===== src/rtl/npu_input_packer_if.sv =====
// Beat-in / vector-out bundle for npu_input_packer.
// Handshake: a beat transfers on a rising clk edge where in_valid & in_ready are both high;
// data_valid is a one-cycle pulse with data_out/padded valid in that same cycle, and no back-pressure exists on it.
interface npu_input_packer_if #(
    parameter int DATA_WIDTH = 8,
    parameter int LANES      = 64,
    parameter int BEAT_LANES = 8
);
    logic                             in_valid;
    logic                             in_ready;
    logic [DATA_WIDTH*BEAT_LANES-1:0] in_data;
    logic                             in_last;
    logic [DATA_WIDTH*LANES-1:0]      data_out;
    logic                             data_valid;
    logic                             padded;

    modport slave (
        input  in_valid, in_data, in_last,
        output in_ready, data_out, data_valid, padded
    );

    modport master (
        output in_valid, in_data, in_last,
        input  in_ready, data_out, data_valid, padded
    );
endinterface


===== src/rtl/npu_input_packer.sv =====
// Packs BEAT_LANES-wide beats into one LANES-wide NPU input vector, zero-padding short vectors.
// Optional statistics counters are built only when NPU_PACKER_STATS_EN is defined.
module npu_input_packer #(
    parameter int DATA_WIDTH = 8,
    parameter int LANES      = 64,
    parameter int BEAT_LANES = 8
) (
    input  logic                 clk,
    input  logic                 reset_n,
    input  logic                 en,
    input  logic                 flush,
    input  logic [7:0]           gap_cycles,
    npu_input_packer_if.slave    bus,
    output logic                 busy,
    output logic [31:0]          vector_count,
    output logic [15:0]          pad_count,
    output logic [1:0]           o_dbg_state
);
    localparam int NBEATS = LANES / BEAT_LANES;
    localparam int BEAT_W = DATA_WIDTH * BEAT_LANES;
    localparam int VEC_W  = DATA_WIDTH * LANES;
    localparam int CW     = (NBEATS > 1) ? $clog2(NBEATS) : 1;
    localparam logic [CW-1:0] LAST_BEAT = CW'(NBEATS - 1);

    typedef enum logic [1:0] {
        S_IDLE = 2'd0,
        S_FILL = 2'd1,
        S_EMIT = 2'd2,
        S_GAP  = 2'd3
    } state_t;

    state_t           r_state;
    logic [CW-1:0]    r_beat;
    logic [VEC_W-1:0] r_asm;
    logic [VEC_W-1:0] r_data_out;
    logic             r_data_valid;
    logic             r_padded;
    logic [7:0]       r_gap_cnt;
    logic             r_rst_done;

    logic             w_in_ready;
    logic             w_accept;
    logic             w_final;
    logic             w_short;
    logic [VEC_W-1:0] w_next_asm;

    // r_rst_done keeps in_ready low through reset and until the first edge after release.
    assign w_in_ready = r_rst_done & en & ~flush &
                        ((r_state == S_IDLE) | (r_state == S_FILL));
    assign w_accept   = bus.in_valid & w_in_ready;
    assign w_final    = (r_beat == LAST_BEAT) | bus.in_last;
    assign w_short    = bus.in_last & (r_beat != LAST_BEAT);

    // Unwritten lanes are already zero, since the assembly register clears on every emit/flush/reset.
    always_comb begin
        w_next_asm = r_asm;
        for (int k = 0; k < NBEATS; k++) begin
            if (r_beat == CW'(k)) begin
                w_next_asm[k*BEAT_W +: BEAT_W] = bus.in_data;
            end
        end
    end

    always_ff @(posedge clk or negedge reset_n) begin
        if (!reset_n) begin
            r_state      <= S_IDLE;
            r_beat       <= '0;
            r_asm        <= '0;
            r_data_out   <= '0;
            r_data_valid <= 1'b0;
            r_padded     <= 1'b0;
            r_gap_cnt    <= '0;
            r_rst_done   <= 1'b0;
        end else begin
            r_rst_done   <= 1'b1;
            r_data_valid <= 1'b0;
            r_padded     <= 1'b0;
            case (r_state)
                S_IDLE, S_FILL: begin
                    if (flush) begin
                        r_asm   <= '0;
                        r_beat  <= '0;
                        r_state <= S_IDLE;
                    end else if (w_accept) begin
                        if (w_final) begin
                            // Vector goes out in the EMIT cycle, one cycle after its final beat.
                            r_data_out   <= w_next_asm;
                            r_data_valid <= 1'b1;
                            r_padded     <= w_short;
                            r_asm        <= '0;
                            r_beat       <= '0;
                            r_state      <= S_EMIT;
                        end else begin
                            r_asm   <= w_next_asm;
                            r_beat  <= r_beat + 1'b1;
                            r_state <= S_FILL;
                        end
                    end
                end
                S_EMIT: begin
                    if (gap_cycles == 8'd0) begin
                        r_state <= S_IDLE;
                    end else begin
                        r_gap_cnt <= gap_cycles;
                        r_state   <= S_GAP;
                    end
                end
                S_GAP: begin
                    if (r_gap_cnt <= 8'd1) begin
                        r_state <= S_IDLE;
                    end else begin
                        r_gap_cnt <= r_gap_cnt - 8'd1;
                    end
                end
                default: r_state <= S_IDLE;
            endcase
        end
    end

    assign bus.in_ready   = w_in_ready;
    assign bus.data_out   = r_data_out;
    assign bus.data_valid = r_data_valid;
    assign bus.padded     = r_padded;
    assign busy           = (r_state != S_IDLE);
    assign o_dbg_state    = r_state;

`ifdef NPU_PACKER_STATS_EN
    logic [31:0] r_vec_cnt;
    logic [15:0] r_pad_cnt;

    // Counts follow the data_valid pulse, so they update one cycle after it.
    always_ff @(posedge clk or negedge reset_n) begin
        if (!reset_n) begin
            r_vec_cnt <= '0;
            r_pad_cnt <= '0;
        end else if (r_data_valid) begin
            r_vec_cnt <= r_vec_cnt + 32'd1;
            if (r_padded && (r_pad_cnt != 16'hFFFF)) begin
                r_pad_cnt <= r_pad_cnt + 16'd1;
            end
        end
    end

    assign vector_count = r_vec_cnt;
    assign pad_count    = r_pad_cnt;
`else
    assign vector_count = '0;
    assign pad_count    = '0;
`endif

endmodule


===== src/flat_wrapper.sv =====
// flat-port wrapper written by rule: the top's interface ports become plain ports
module npu_input_packer_flat 
#(
    parameter int DATA_WIDTH = 8,
    parameter int LANES      = 64,
    parameter int BEAT_LANES = 8
)
  (clk, reset_n, en, flush, gap_cycles, busy, vector_count, pad_count, o_dbg_state, bus_in_valid, bus_in_data, bus_in_last, bus_in_ready, bus_data_out, bus_data_valid, bus_padded);
  npu_input_packer_if #(.DATA_WIDTH(DATA_WIDTH), .LANES(LANES), .BEAT_LANES(BEAT_LANES)) bus_i ();
  input  logic clk;
  input  logic reset_n;
  input  logic en;
  input  logic flush;
  input  logic [7:0] gap_cycles;
  output logic busy;
  output logic [31:0] vector_count;
  output logic [15:0] pad_count;
  output logic [1:0] o_dbg_state;
  input wire logic [$bits(bus_i.in_valid)-1:0] bus_in_valid;
  input wire logic [$bits(bus_i.in_data)-1:0] bus_in_data;
  input wire logic [$bits(bus_i.in_last)-1:0] bus_in_last;
  output wire logic [$bits(bus_i.in_ready)-1:0] bus_in_ready;
  output wire logic [$bits(bus_i.data_out)-1:0] bus_data_out;
  output wire logic [$bits(bus_i.data_valid)-1:0] bus_data_valid;
  output wire logic [$bits(bus_i.padded)-1:0] bus_padded;
  assign bus_i.in_valid = bus_in_valid;
  assign bus_i.in_data = bus_in_data;
  assign bus_i.in_last = bus_in_last;
  assign bus_in_ready = bus_i.in_ready;
  assign bus_data_out = bus_i.data_out;
  assign bus_data_valid = bus_i.data_valid;
  assign bus_padded = bus_i.padded;
  npu_input_packer #(.DATA_WIDTH(DATA_WIDTH), .LANES(LANES), .BEAT_LANES(BEAT_LANES)) u_core (.clk(clk), .reset_n(reset_n), .en(en), .flush(flush), .gap_cycles(gap_cycles), .bus(bus_i), .busy(busy), .vector_count(vector_count), .pad_count(pad_count), .o_dbg_state(o_dbg_state));
endmodule

===== config.mk =====
export PLATFORM = sky130hd
export DESIGN_NAME = npu_input_packer_flat
export DESIGN_NICKNAME = d
export VERILOG_FILES = /design/src/rtl/npu_input_packer_if.sv /design/src/rtl/npu_input_packer.sv /design/src/flat_wrapper.sv
export SDC_FILE = /design/constraint.sdc
export NUM_CORES = 2
export LEC_CHECK = 0
export ABC_AREA = 1
export BUFFER_PORTS_ARGS = -buffer_cell sky130_fd_sc_hd__buf_2
export CORE_MARGIN = 3
export CORE_UTILIZATION = 45
export DETAILED_ROUTE_END_ITERATION = 12
export GPL_TIMING_DRIVEN = 0
export PLACE_DENSITY_LB_ADDON = 0.3
export REMOVE_ABC_BUFFERS = 1
export SLEW_MARGIN = 20
export SYNTH_ARGS = -nofsm -noshare
export SYNTH_HDL_FRONTEND = slang
export SYNTH_SLANG_ARGS = --single-unit

===== constraint.sdc =====
create_clock -name clk -period 2.5 [get_ports clk]
set_input_delay 0.125 -clock clk [delete_from_list [all_inputs] [get_ports clk]]
set_output_delay 0.125 -clock clk [all_outputs]
set_load 0.005 [all_outputs]

==> impl_metrics.py <==
metrics = {
    "yosys": {
        "synth_seq_cells": 1040,
        "synth_top_area_share_pct": 58.09,
        "synth_area_leaders": "dfrtp_1 58%, nand2_1 21%, o21ai_0 8.9%",
        "netlist_area_sq_um": 44800,
        "synth_warnings": 0,
        "synth_seq_area_share_pct": 58.09,
        "synthCells": 5506,
        "yosysTopAreaCell": "dfrtp_1",
        "avgSynthCellArea_sq_um": 8.137,
        "ys_types": 28,
    },
    "pwr": {
        "leakage_nw": 28.39,
        "peakVddDrop_mv": 0.6228,
        "total_power_mw": 39.52,
        "p_per_area_nw_per_um2": 716.7,
    },
    "routing": {
        "vias_per_cell": 5.191,
        "dr_total_vias": 38660,
        "ant_nets": 0,
        "wl_um": 141000,
        "wl_per_cell_um": 18.94,
        "drtIter0Drc": 3437,
        "drtPass1Iterations": 6,
        "drc": 0,
    },
    "layout": {
        "final_cells": 7447,
        "final_common_cell": "nand2_1",
        "seq_area_sq_um": 26030,
        "design_area_sq_um": 55150,
        "nets": 6157,
        "area_growth_pct": 23.10,
        "final_cell_mix": "2,508 x nand2_1, 1,038 x dfrtp_1, 794 x o21ai_0",
        "multi_input_area_sq_um": 15530,
        "drive_above_1_share_pct": 14.97,
        "nFillCells": 8789,
        "finalCoreUtilization_pct": 55.96,
    },
    "worst_setup_path": {
        "crit_path_frequent_cell": "buf_16",
        "cp-end-kind": "flip-flop",
        "worstReg2RegEnd": "u_core.r_asm[90]",
        "cp-start-kind": "flip-flop",
        "path_delay_family": "buffers and inverters",
        "path_buf_inv": 8,
        "reg2reg_from": "u_core.o_dbg_state[1]",
        "crit_slowest_cell": "dfrtp_2",
        "critPathRequiredTime_ns": 3.07,
        "reg2regPathDepth": 13,
        "cpPeakStageDelay_ns": 0.43,
        "crit_chain": "inv_4, nand2_8, nor3_4, o21ai_4, buf_4, buf_12, buf_16, buf_16, buf_16, buf_16, buf_16, nand2_1, o21ai_0",
        "reg2reg_slack_ns": 0.04,
        "critPathKind": "flip-flop to flip-flop",
        "cp_max_fo": 45,
        "arrival_ns": 3.02,
    },
    "sta": {
        "slew_headroom_pct": 52.02,
        "tightest_slew_ns": 0.7197,
        "fin_crit_ns": 2.455,
        "slew_violations": 0,
        "setup_violations": 0,
        "max_freq_mhz": 407.3,
        "fin_crit_sh_pct": 98.21,
        "hold_viol": 0,
        "finClkSkew_ns": 0.01461,
        "worst_hold_slack_ns": 0.01885,
        "grt_setup_unrepaired": "true",
    },
    "grt": {
        "antenna_found_initial": 4,
        "grt_overflow": 0,
        "grt_max_degree": 135,
        "grt_pass1_vias": 36750,
        "grt_usage_pct": 25.89,
        "grt_pass1_wl_um": 211800,
    },
    "clock_tree": {
        "cts_tree": "done",
        "ctsHtreeMaxLevel": 3,
        "cts_buffer_depth": 3,
        "cts.reportedPaths.clkPinSlew_ns": 0.06,
        "cts_made_buffers": 110,
        "clkSinkCount": 1040,
        "clk-insertion-delay-late_ns": 0.70,
        "cts_root_buf": "clkbuf_16",
    },
    "placement": {
        "dpl-instance-area_sq_um": 49770,
        "dpl.hpwl_um": 81370,
        "port_buffers": 595,
        "gp_congestion": 0.8106,
        "dp_cells": 7126,
    },
    "min_path": {
        "hold_path_class": "primary input to asynchronous set/reset pin",
    },
    "die": {
        "start_util_pct": 45.45,
        "die_area_sq_um": 103400,
        "io_pins": 644,
        "die_y_um": 321.5,
        "chipWidth_um": 321.5,
        "rows": 115,
        "core_sq_um": 98560,
    },
    "status": {
        "outcome": "finished, final reports clean",
    },
    "flow_run": {
        "cap_violations": 0,
    },
}
## per-layer routing
layer  track usage, %  routed length (um)  vias to the layer above
li1                 -                   -                    18200
met1            34.55               58650                    18680
met2            41.30               65330                     1485
met3            5.818               11270                      298
met4            10.14                5760                        2
met5                0                   7                        -
## cell families after synthesis
logic type	count (synthesis)	share of synthesized area, %
compound gates	1069	12.07
xor+xnor	1	0.01955
fa+ha+maj	8	0.2234
buf+inv	824	7.918
flops	1040	58.09
other cells	2	0.01676
simple gates	2562	21.66
## final cells by class
class                   instances  share of cell area (%)
flip-flops and latches       1040                   47.19
multi-input cells            3690                   28.16
repair buffers                791                   12.03
clock buffers                 172                   6.164
inverters                     438                   3.045
well taps                    1287                   2.920
clock inverters                28                  0.4923
diodes                          1                0.004537
## worst min-delay path, stage by stage
cell,delay (ns)
dlygate4sd3_1,0.58
buf_12,0.14
buf_16,0.27
## through the flow
stage                     setup WS [ns]  TNS [ns]
after floorplan                  -8.327  -6317.61
after global placement           -22.11         -
after detailed placement        -0.8469   -495.33
after CTS                       0.01413         0
after global routing           -0.03815   -0.2879
final                           0.04483         0
## repair_timing
action,4_1_cts,5_1_grt
hold endpoints to repair,1042,0
hold buffers,77,0
pin swaps,3,0
buffers inserted,15,4
gates resized for setup,15,9
gates cloned,14,14
setup endpoints to repair,969,557
## flip-flops by register name, summed over array words and instances (netlist names)
register	cells
u_core.r_asm	512
u_core.o_dbg_state	2
u_core.bus.padded	1
u_core.r_beat	3
u_core.r_gap_cnt	8
u_core.bus.data_valid	1
u_core.r_rst_done	1
u_core.bus.data_out	512
## synthesized netlist by cell type
| cell | number |
|---|---|
| a21oi_2 | 1 |
| buf_1 | 15 |
| buf_2 | 174 |
| buf_4 | 57 |
| buf_6 | 1 |
| clkbuf_1 | 127 |
| clkbuf_2 | 12 |
| conb_1 | 2 |
| dfrtp_1 | 1040 |
| ha_1 | 8 |
| inv_1 | 434 |
| inv_2 | 4 |
| nand2_1 | 2515 |
| nand2_2 | 1 |
| nand2_4 | 1 |
| nand3_1 | 17 |
| nand4_1 | 1 |
| nor2_1 | 17 |
| nor2_4 | 2 |
| nor2_8 | 1 |
| nor3_2 | 1 |
| nor4_1 | 1 |
| o21ai_0 | 794 |
| o21ai_1 | 238 |
| o21ai_4 | 1 |
| o22ai_1 | 35 |
| or2_2 | 5 |
| xor2_1 | 1 |
## where the power goes
part           internal (mW)  switching, mW
clock network           9.70           6.88
registers               17.6          0.473
logic                   1.83           3.04
total                   29.1           10.4
## worst max-delay path by stage
stage	endpoint	from	slack (ns)	depth (start not counted)
finish	u_core.r_asm[90]	u_core.o_dbg_state[1]	0.04	13
global route	u_core.r_asm[161]	u_core.o_dbg_state[1]	-0.04	13
floorplan	u_core.bus.data_out[0]	u_core.r_beat[0]	-8.33	9
CTS	u_core.r_asm[165]	u_core.o_dbg_state[1]	0.01	13
global placement	u_core.bus.data_out[57]	reset_n	-22.11	1
detailed placement	u_core.bus.data_out[17]	u_core.r_beat[0]	-0.85	11
Note: power is estimated with default switching activity, not from simulation.
